$ cat config.mk
export PLATFORM = sky130hd
export DESIGN_NAME = reg_file_flat
export DESIGN_NICKNAME = d
export VERILOG_FILES = /design/src/rtl/reg_file_if.sv /design/src/rtl/reg_file.sv /design/src/flat_wrapper.sv
export SDC_FILE = /design/constraint.sdc
export NUM_CORES = 1
export LEC_CHECK = 0
export ABC_AREA = 1
export CAP_MARGIN = 15
export CORE_MARGIN = 2
export CORE_UTILIZATION = 47
export CTS_BUF_LIST = sky130_fd_sc_hd__clkbuf_16
export DETAILED_ROUTE_END_ITERATION = 16
export SYNTH_ARGS = -nofsm -noshare
export SYNTH_HDL_FRONTEND = slang
export SYNTH_SLANG_ARGS = --single-unit
$ cat constraint.sdc
create_clock -name clk -period 3.4 [get_ports clk]
set_input_delay 0.68 -clock clk [delete_from_list [all_inputs] [get_ports clk]]
set_output_delay 0.68 -clock clk [all_outputs]
set_load 0.01 [all_outputs]
$ cat src/rtl/reg_file_if.sv
// Bus bundle for reg_file: read, write and clear requests in, read data and status out.
interface reg_file_if #(
    parameter int unsigned WORD_SIZE = 16,
    parameter int unsigned NIB_SIZE  = 4
);
    logic                 clr;
    logic                 rd_en;
    logic [NIB_SIZE-1:0]  num1;
    logic [NIB_SIZE-1:0]  num2;
    logic [WORD_SIZE-1:0] out1;
    logic [WORD_SIZE-1:0] out2;
    logic                 out_valid;
    logic                 we;
    logic [NIB_SIZE-1:0]  setnum;
    logic [WORD_SIZE-1:0] setval;
    logic                 ready;

    modport master (
        output clr, rd_en, num1, num2, we, setnum, setval,
        input  out1, out2, out_valid, ready
    );

    modport slave (
        input  clr, rd_en, num1, num2, we, setnum, setval,
        output out1, out2, out_valid, ready
    );
endinterface

$ cat src/rtl/reg_file.sv
// Two-read/one-write register file with registered reads, write-first bypass and a
// cycle-by-cycle clear sweep that is also the only initialisation after reset.
module reg_file #(
    parameter int unsigned WORD_SIZE      = 16,
    parameter int unsigned NIB_SIZE       = 4,
    parameter int unsigned REG_STACK_SIZE = 16,
    parameter bit          ZERO_REG       = 1'b0
) (
    input logic       clk,
    input logic       reset,
    reg_file_if.slave bus
);
    localparam int unsigned        LastIdxInt = REG_STACK_SIZE - 1;
    localparam logic [NIB_SIZE-1:0] LastIdx   = LastIdxInt[NIB_SIZE-1:0];
    // One extra bit so a full 2**NIB_SIZE stack still compares correctly.
    localparam logic [NIB_SIZE:0]   StackLim  = REG_STACK_SIZE[NIB_SIZE:0];

    typedef enum logic [0:0] {StClear, StReady} state_e;

    state_e               state_q, state_d;
    logic [NIB_SIZE-1:0]  idx_q, idx_d;
    logic                 sweep_wr;
    logic                 wr_acc;
    logic                 rd_acc;
    logic [WORD_SIZE-1:0] rd1, rd2;
    logic [WORD_SIZE-1:0] out1_q, out2_q;
    logic                 out_valid_q;
    logic [WORD_SIZE-1:0] data_q [REG_STACK_SIZE];

    always_ff @(posedge clk) begin
        if (reset) begin
            state_q <= StClear;
            idx_q   <= '0;
        end else begin
            state_q <= state_d;
            idx_q   <= idx_d;
        end
    end

    always_comb begin
        state_d  = state_q;
        idx_d    = idx_q;
        sweep_wr = 1'b0;
        unique case (state_q)
            StClear: begin
                sweep_wr = 1'b1;
                if (bus.clr) begin
                    idx_d = '0;
                end else if (idx_q == LastIdx) begin
                    state_d = StReady;
                    idx_d   = '0;
                end else begin
                    idx_d = idx_q + 1'b1;
                end
            end
            StReady: begin
                if (bus.clr) begin
                    state_d = StClear;
                    idx_d   = '0;
                end
            end
            default: begin
                state_d = StClear;
                idx_d   = '0;
            end
        endcase
    end

    always_comb begin
        wr_acc = (state_q == StReady) && bus.we && !bus.clr && !reset
                 && ({1'b0, bus.setnum} < StackLim)
                 && !(ZERO_REG && (bus.setnum == '0));
        rd_acc = (state_q == StReady) && bus.rd_en;

        rd1 = data_q[bus.num1];
        if (wr_acc && (bus.num1 == bus.setnum)) rd1 = bus.setval;
        if (({1'b0, bus.num1} >= StackLim) || (ZERO_REG && (bus.num1 == '0))) rd1 = '0;

        rd2 = data_q[bus.num2];
        if (wr_acc && (bus.num2 == bus.setnum)) rd2 = bus.setval;
        if (({1'b0, bus.num2} >= StackLim) || (ZERO_REG && (bus.num2 == '0))) rd2 = '0;
    end

    // Storage is deliberately not reset; the sweep zeroes it.
    always_ff @(posedge clk) begin
        if (!reset) begin
            if (sweep_wr) begin
                data_q[idx_q] <= '0;
            end else if (wr_acc) begin
                data_q[bus.setnum] <= bus.setval;
            end
        end
    end

    always_ff @(posedge clk) begin
        if (reset) begin
            out1_q      <= '0;
            out2_q      <= '0;
            out_valid_q <= 1'b0;
        end else begin
            out_valid_q <= rd_acc;
            if (rd_acc) begin
                out1_q <= rd1;
                out2_q <= rd2;
            end
        end
    end

    assign bus.out1      = out1_q;
    assign bus.out2      = out2_q;
    assign bus.out_valid = out_valid_q;
    assign bus.ready     = (state_q == StReady);
endmodule

$ cat src/flat_wrapper.sv
// flat-port wrapper written by rule: the top's interface ports become plain ports
module reg_file_flat 
#(
    parameter int unsigned WORD_SIZE      = 16,
    parameter int unsigned NIB_SIZE       = 4,
    parameter int unsigned REG_STACK_SIZE = 16,
    parameter bit          ZERO_REG       = 1'b0
)
  (clk, reset, bus_clr, bus_rd_en, bus_num1, bus_num2, bus_we, bus_setnum, bus_setval, bus_out1, bus_out2, bus_out_valid, bus_ready);
  reg_file_if #(.WORD_SIZE(WORD_SIZE), .NIB_SIZE(NIB_SIZE)) bus_i ();
  input logic clk;
  input logic reset;
  input wire logic [$bits(bus_i.clr)-1:0] bus_clr;
  input wire logic [$bits(bus_i.rd_en)-1:0] bus_rd_en;
  input wire logic [$bits(bus_i.num1)-1:0] bus_num1;
  input wire logic [$bits(bus_i.num2)-1:0] bus_num2;
  input wire logic [$bits(bus_i.we)-1:0] bus_we;
  input wire logic [$bits(bus_i.setnum)-1:0] bus_setnum;
  input wire logic [$bits(bus_i.setval)-1:0] bus_setval;
  output wire logic [$bits(bus_i.out1)-1:0] bus_out1;
  output wire logic [$bits(bus_i.out2)-1:0] bus_out2;
  output wire logic [$bits(bus_i.out_valid)-1:0] bus_out_valid;
  output wire logic [$bits(bus_i.ready)-1:0] bus_ready;
  assign bus_i.clr = bus_clr;
  assign bus_i.rd_en = bus_rd_en;
  assign bus_i.num1 = bus_num1;
  assign bus_i.num2 = bus_num2;
  assign bus_i.we = bus_we;
  assign bus_i.setnum = bus_setnum;
  assign bus_i.setval = bus_setval;
  assign bus_out1 = bus_i.out1;
  assign bus_out2 = bus_i.out2;
  assign bus_out_valid = bus_i.out_valid;
  assign bus_ready = bus_i.ready;
  reg_file #(.WORD_SIZE(WORD_SIZE), .NIB_SIZE(NIB_SIZE), .REG_STACK_SIZE(REG_STACK_SIZE), .ZERO_REG(ZERO_REG)) u_core (.clk(clk), .reset(reset), .bus(bus_i));
endmodule
Word level (Yosys, flattened, before mapping) --
Memory sizes are Yosys's and may differ from the RTL's. A register that Yosys moved wholly into a read port is not among the register bits. Cells that the tools add are included.
Word-level totals: flip-flop bits (word level) 6, memory bits (writable) 256, input port bits 33, logic and storage cells 33, memories kept 1
Cells by class: add/sub/neg operators 1, eq/ne operators 2, multiplexer cells 18, bitwise gates (word level) 1, reduce and logical (&&, ||, !) cells 7
Memory list:
- u_core.data_q | depth 16, width 16, read ports 2, clocked after memory_dff 2, wr ports 1, RTL line reg_file.sv:28 | logic [WORD_SIZE-1:0] data_q [REG_STACK_SIZE];
Operators by type and width (number):
- 16-bit two-way mux | 1
- 4-bit two-way mux | 4
- 16-bit OR reduction | 1
- 1-bit two-way mux | 11
- 4-bit case mux with 2 select lines | 1
- 4-bit by 1-bit adder with 4-bit output (second input constant) | 1
- 4-bit equality test (second input constant) | 1
- 1-bit logical AND | 4
- 1-bit zero test | 2
- 2-bit != test (second input constant) | 1
- 1-bit case mux with 2 select lines | 1
- 1-bit NOT | 1

Logic depth before layout (Yosys ltp) --
word-level depth 9, mapped depth 14

Least setup slack after synthesis --
OpenSTA, ideal clock, no wires.
kind input to register, start input reset, end memory u_core.data_q[3][0] (enable), setup time 0.409 ns, data arrival time 2.576 ns, data required time 2.991 ns, setup slack 0.415 ns, stages on the path 8, path buffers 1, path through buf_4 -> inv_2 -> nand2_2 -> nor2_8 -> nand2_1 -> nand2_1 -> nand2_1 -> nor3_1
On the way: cells in the longest elaborated chain, start to end 8, elaborated cells on any way between the ends 11
Ends and longest elaborated chain:
- start, declared | RTL line flat_wrapper.sv:12 | input logic reset;
- 1-bit zero test | RTL line reg_file.sv:70 | wr_acc = (state_q == StReady) && bus.we && !bus.clr && !reset
- 1-bit logical AND | RTL line reg_file.sv:70
- 1-bit two-way mux | RTL line reg_file.sv:89 | end else if (wr_acc) begin
- 1-bit two-way mux | RTL line reg_file.sv:87 | if (sweep_wr) begin
- 1-bit two-way mux | RTL line reg_file.sv:86 | if (!reset) begin
- 1-bit two-way mux (implied by the code) | RTL line reg_file.sv:90 | data_q[bus.setnum] <= bus.setval;
- 16-bit OR reduction (no source line)
- 4-bit two-way mux (no source line) or 1-bit two-way mux (tied branches)
- end, declared | RTL line reg_file.sv:28
Several ways; a longest one is shown, not always the timed one.

Final worst setup path --
start input reset, end memory u_core.data_q[2][13] (enable)
Same word-level chain as after synthesis.

==> impl_metrics.toml <==
[yosys]
synth_cell_types = 25
yosysSeqAreaShare_pct = 56.4
avgSynthCellArea_um2 = 8.26
synth_cells = 1812
ys_top_cells_by_area = "edfxtp_1, nand2_1, nand3_1, dfxtp_1, clkbuf_1"
syn_area_um2 = 15000
ys_seq_elements = 294
synth_nets = 1846
yosysTopAreaCell = "edfxtp_1"
synth_top_cell_area_share_pct = 51.4
yosysWarningCount = 0

[placement]
detailedPlacementHpwl_um = 30800
gp_congestion = 0.880
numPortBuffers = 66

[pwr]
pwr-share-comb_pct = 10.6
ir_drop_mv = 0.425
p_per_area_nw_per_um2 = 481
clock_power_share_pct = 42.5
intPower_uw = 6250
power_uw = 8330
switchingPower_uw = 2080
total_leakage_power_uw = 0.00728
sw_frac_of_total_pct = 25.0
seqPwrFrac_pct = 46.9

[route]
wl_per_cell_um = 22.1
num_vias = 13300
drtIter0Drc = 1512
drc_errors = 0
postRouteAntennaNets = 0
viasPerCell = 5.83
drtPass1Iterations = 5
postRouteWirelength_um = 50200

[hold_path]
min_path_type = "flip-flop to flip-flop"

[grt]
antenna_found_initial = 1
track_usage_pct = 30.4
first_global_vias = 12800
grt_use_met3_pct = 4.93
grt_max_degree = 130
grt.overflow.total = 0
globalRouteMet1Util_pct = 40.9
grt_pass1_wl_um = 76100
grt.busiest_layer = "met2"
grt_use_met2_pct = 49.2

[clocking]
ctsHoldBuffers = 0
tritoncts.num_buffers = 34
postCtsSetupBuffers = 0
cts_tree = "done"
htree_levels = 2
cts_sinks = 294
ctsResizeCount = 0
clk_latency_ns = 0.51
clk_path_buf_depth = 3
cts.clk_slew.worst_paths_ns = 0.06
cts-root-buf = "clkbuf_16"

[worst_setup_path]
path_max_fanout = 18
crit_type = "primary input to flip-flop"
crit_path_start_kind = "primary input"
worst_ep_arrival_time_ns = 2.66
required_ns = 3.56
critPathCaptureType = "flip-flop"

[die]
num_io_pins = 67
core_area_um2 = 31500
die_h_um = 182
fp-row-count = 65
start_util_pct = 47.6
dieArea_um2 = 33300
die_w_um = 182

[finish]
syn2layout_area_growth_pct = 15.7
drive_above_1_share_pct = 7.74
layout.nets = 1883
layout_commonest_cell = "nand2_1"
antenna_cells = 0
final_cell_mix = "nand2_1, nand3_1, edfxtp_1"

[sta]
drv_slew = 0
finalHoldViolCount = 0
finalSetupViolations = 0
max_slew_margin_pct = 31.3
rsz0062_at_grt = "no"
tightest_slew_ns = 1.03
layout_min_cycle_time_ns = 2.50
fin_skew_ns = 0.0157
finalCritPeriodShare_pct = 73.5
fmax_mhz = 400
tns_ns = 0

[flow_run]
drv_cap = 0

[status]
status = "finished, final reports clean"
[worst paths after layout]
kind	endpoint	startpoint	slack (ns)	depth (start not counted)
setup / recovery	u_core.data_q[2][13]	reset	0.90	9
hold / removal	u_core.bus.out2[3]	u_core.bus.out2[3]	0.47	2
setup reg to reg	u_core.data_q[2][13]	u_core.bus.ready	1.22	7
hold reg to reg	u_core.bus.out2[3]	u_core.bus.out2[3]	0.47	2
[final cells by class]
type / count / area, um^2
fill: 2862 / 14200
sequential: 294 / 8450
multi-input combinational: 1327 / 5800
timing repair buffer: 122 / 1230
clock buffer: 35 / 876
tap: 402 / 503
inverter: 70 / 273
clock inverter: 25 / 186
[power by group through the flow]
stage | Combinational (uW) | Clock (uW) | Sequential [uW]
detailed placement | 865 | 0 | 3990
global placement | 861 | 0 | 3990
global route | 963 | 3710 | 3910
floorplan | 544 | 0 | 3980
finish | 881 | 3540 | 3910
CTS | 867 | 3580 | 3910
[layer usage]
| metal | up-vias | share of wire [%] |
|---|---|---|
| met1 | 6417 | 41 |
| li1 | 6144 | - |
| met3 | 117 | 7.7 |
| met5 | - | 0.036 |
| met2 | 587 | 47 |
| met4 | 2 | 4.0 |
[through the flow]
step           hold WS (ns)  setup WS, ns  instance area, um^2  util, %  cells
2_1_floorplan         0.478         0.415                15000        -   1812
3_3_place_gp          0.457         0.457                16300     51.6   2215
3_5_place_dp          0.458         0.409                16300     51.6   2215
4_1_cts               0.468         0.941                17300     55.0   2275
5_1_grt               0.495         0.670                17300     55.0   2275
6_report              0.467         0.902                17300     55.0   2275
[worst max-delay path, cell delays in order]
cell	delay, ns
clkdlybuf4s50_1	0.53
inv_2	0.11
nand2_2	0.12
nor2_8	0.24
nand2_1	0.13
nand2_1	0.12
nand2_1	0.16
nor3_2	0.18
buf_4	0.38
[flip-flops by register name (all words and copies together), names as in the netlist]
register and flops:
u_core.bus.out1 16, u_core.bus.ready 1, u_core.data_q 256, u_core.bus.out_valid 1, u_core.bus.out2 16, u_core.idx_q 4
[cell usage after synthesis]
master,instances
buf_6,2
ha_1,1
nand3_1,472
a21oi_1,35
nand2_2,6
clkbuf_1,68
edfxtp_1,256
buf_2,23
buf_4,1
clkinv_1,2
nor2_4,5
o21ai_0,1
inv_2,1
nor2_8,1
nor3_1,4
nor2_1,16
nand2_4,4
xor2_1,2
dfxtp_1,38
o21ai_2,1
nand2_1,778
buf_1,27
a2bb2oi_1,1
clkinv_4,1
inv_1,66
[cell families (layout without fill, tap and decap cells)]
logic type,count (synthesis),in the layout,synth area share (%)
compound gates,38,38,1.32
buf+inv,191,252,5.14
xor+xnor,2,2,0.117
fa+ha+maj,1,1,0.0836
simple gates,1286,1286,36.9
flops,294,294,56.4
Power figures use the tool's default switching activity.
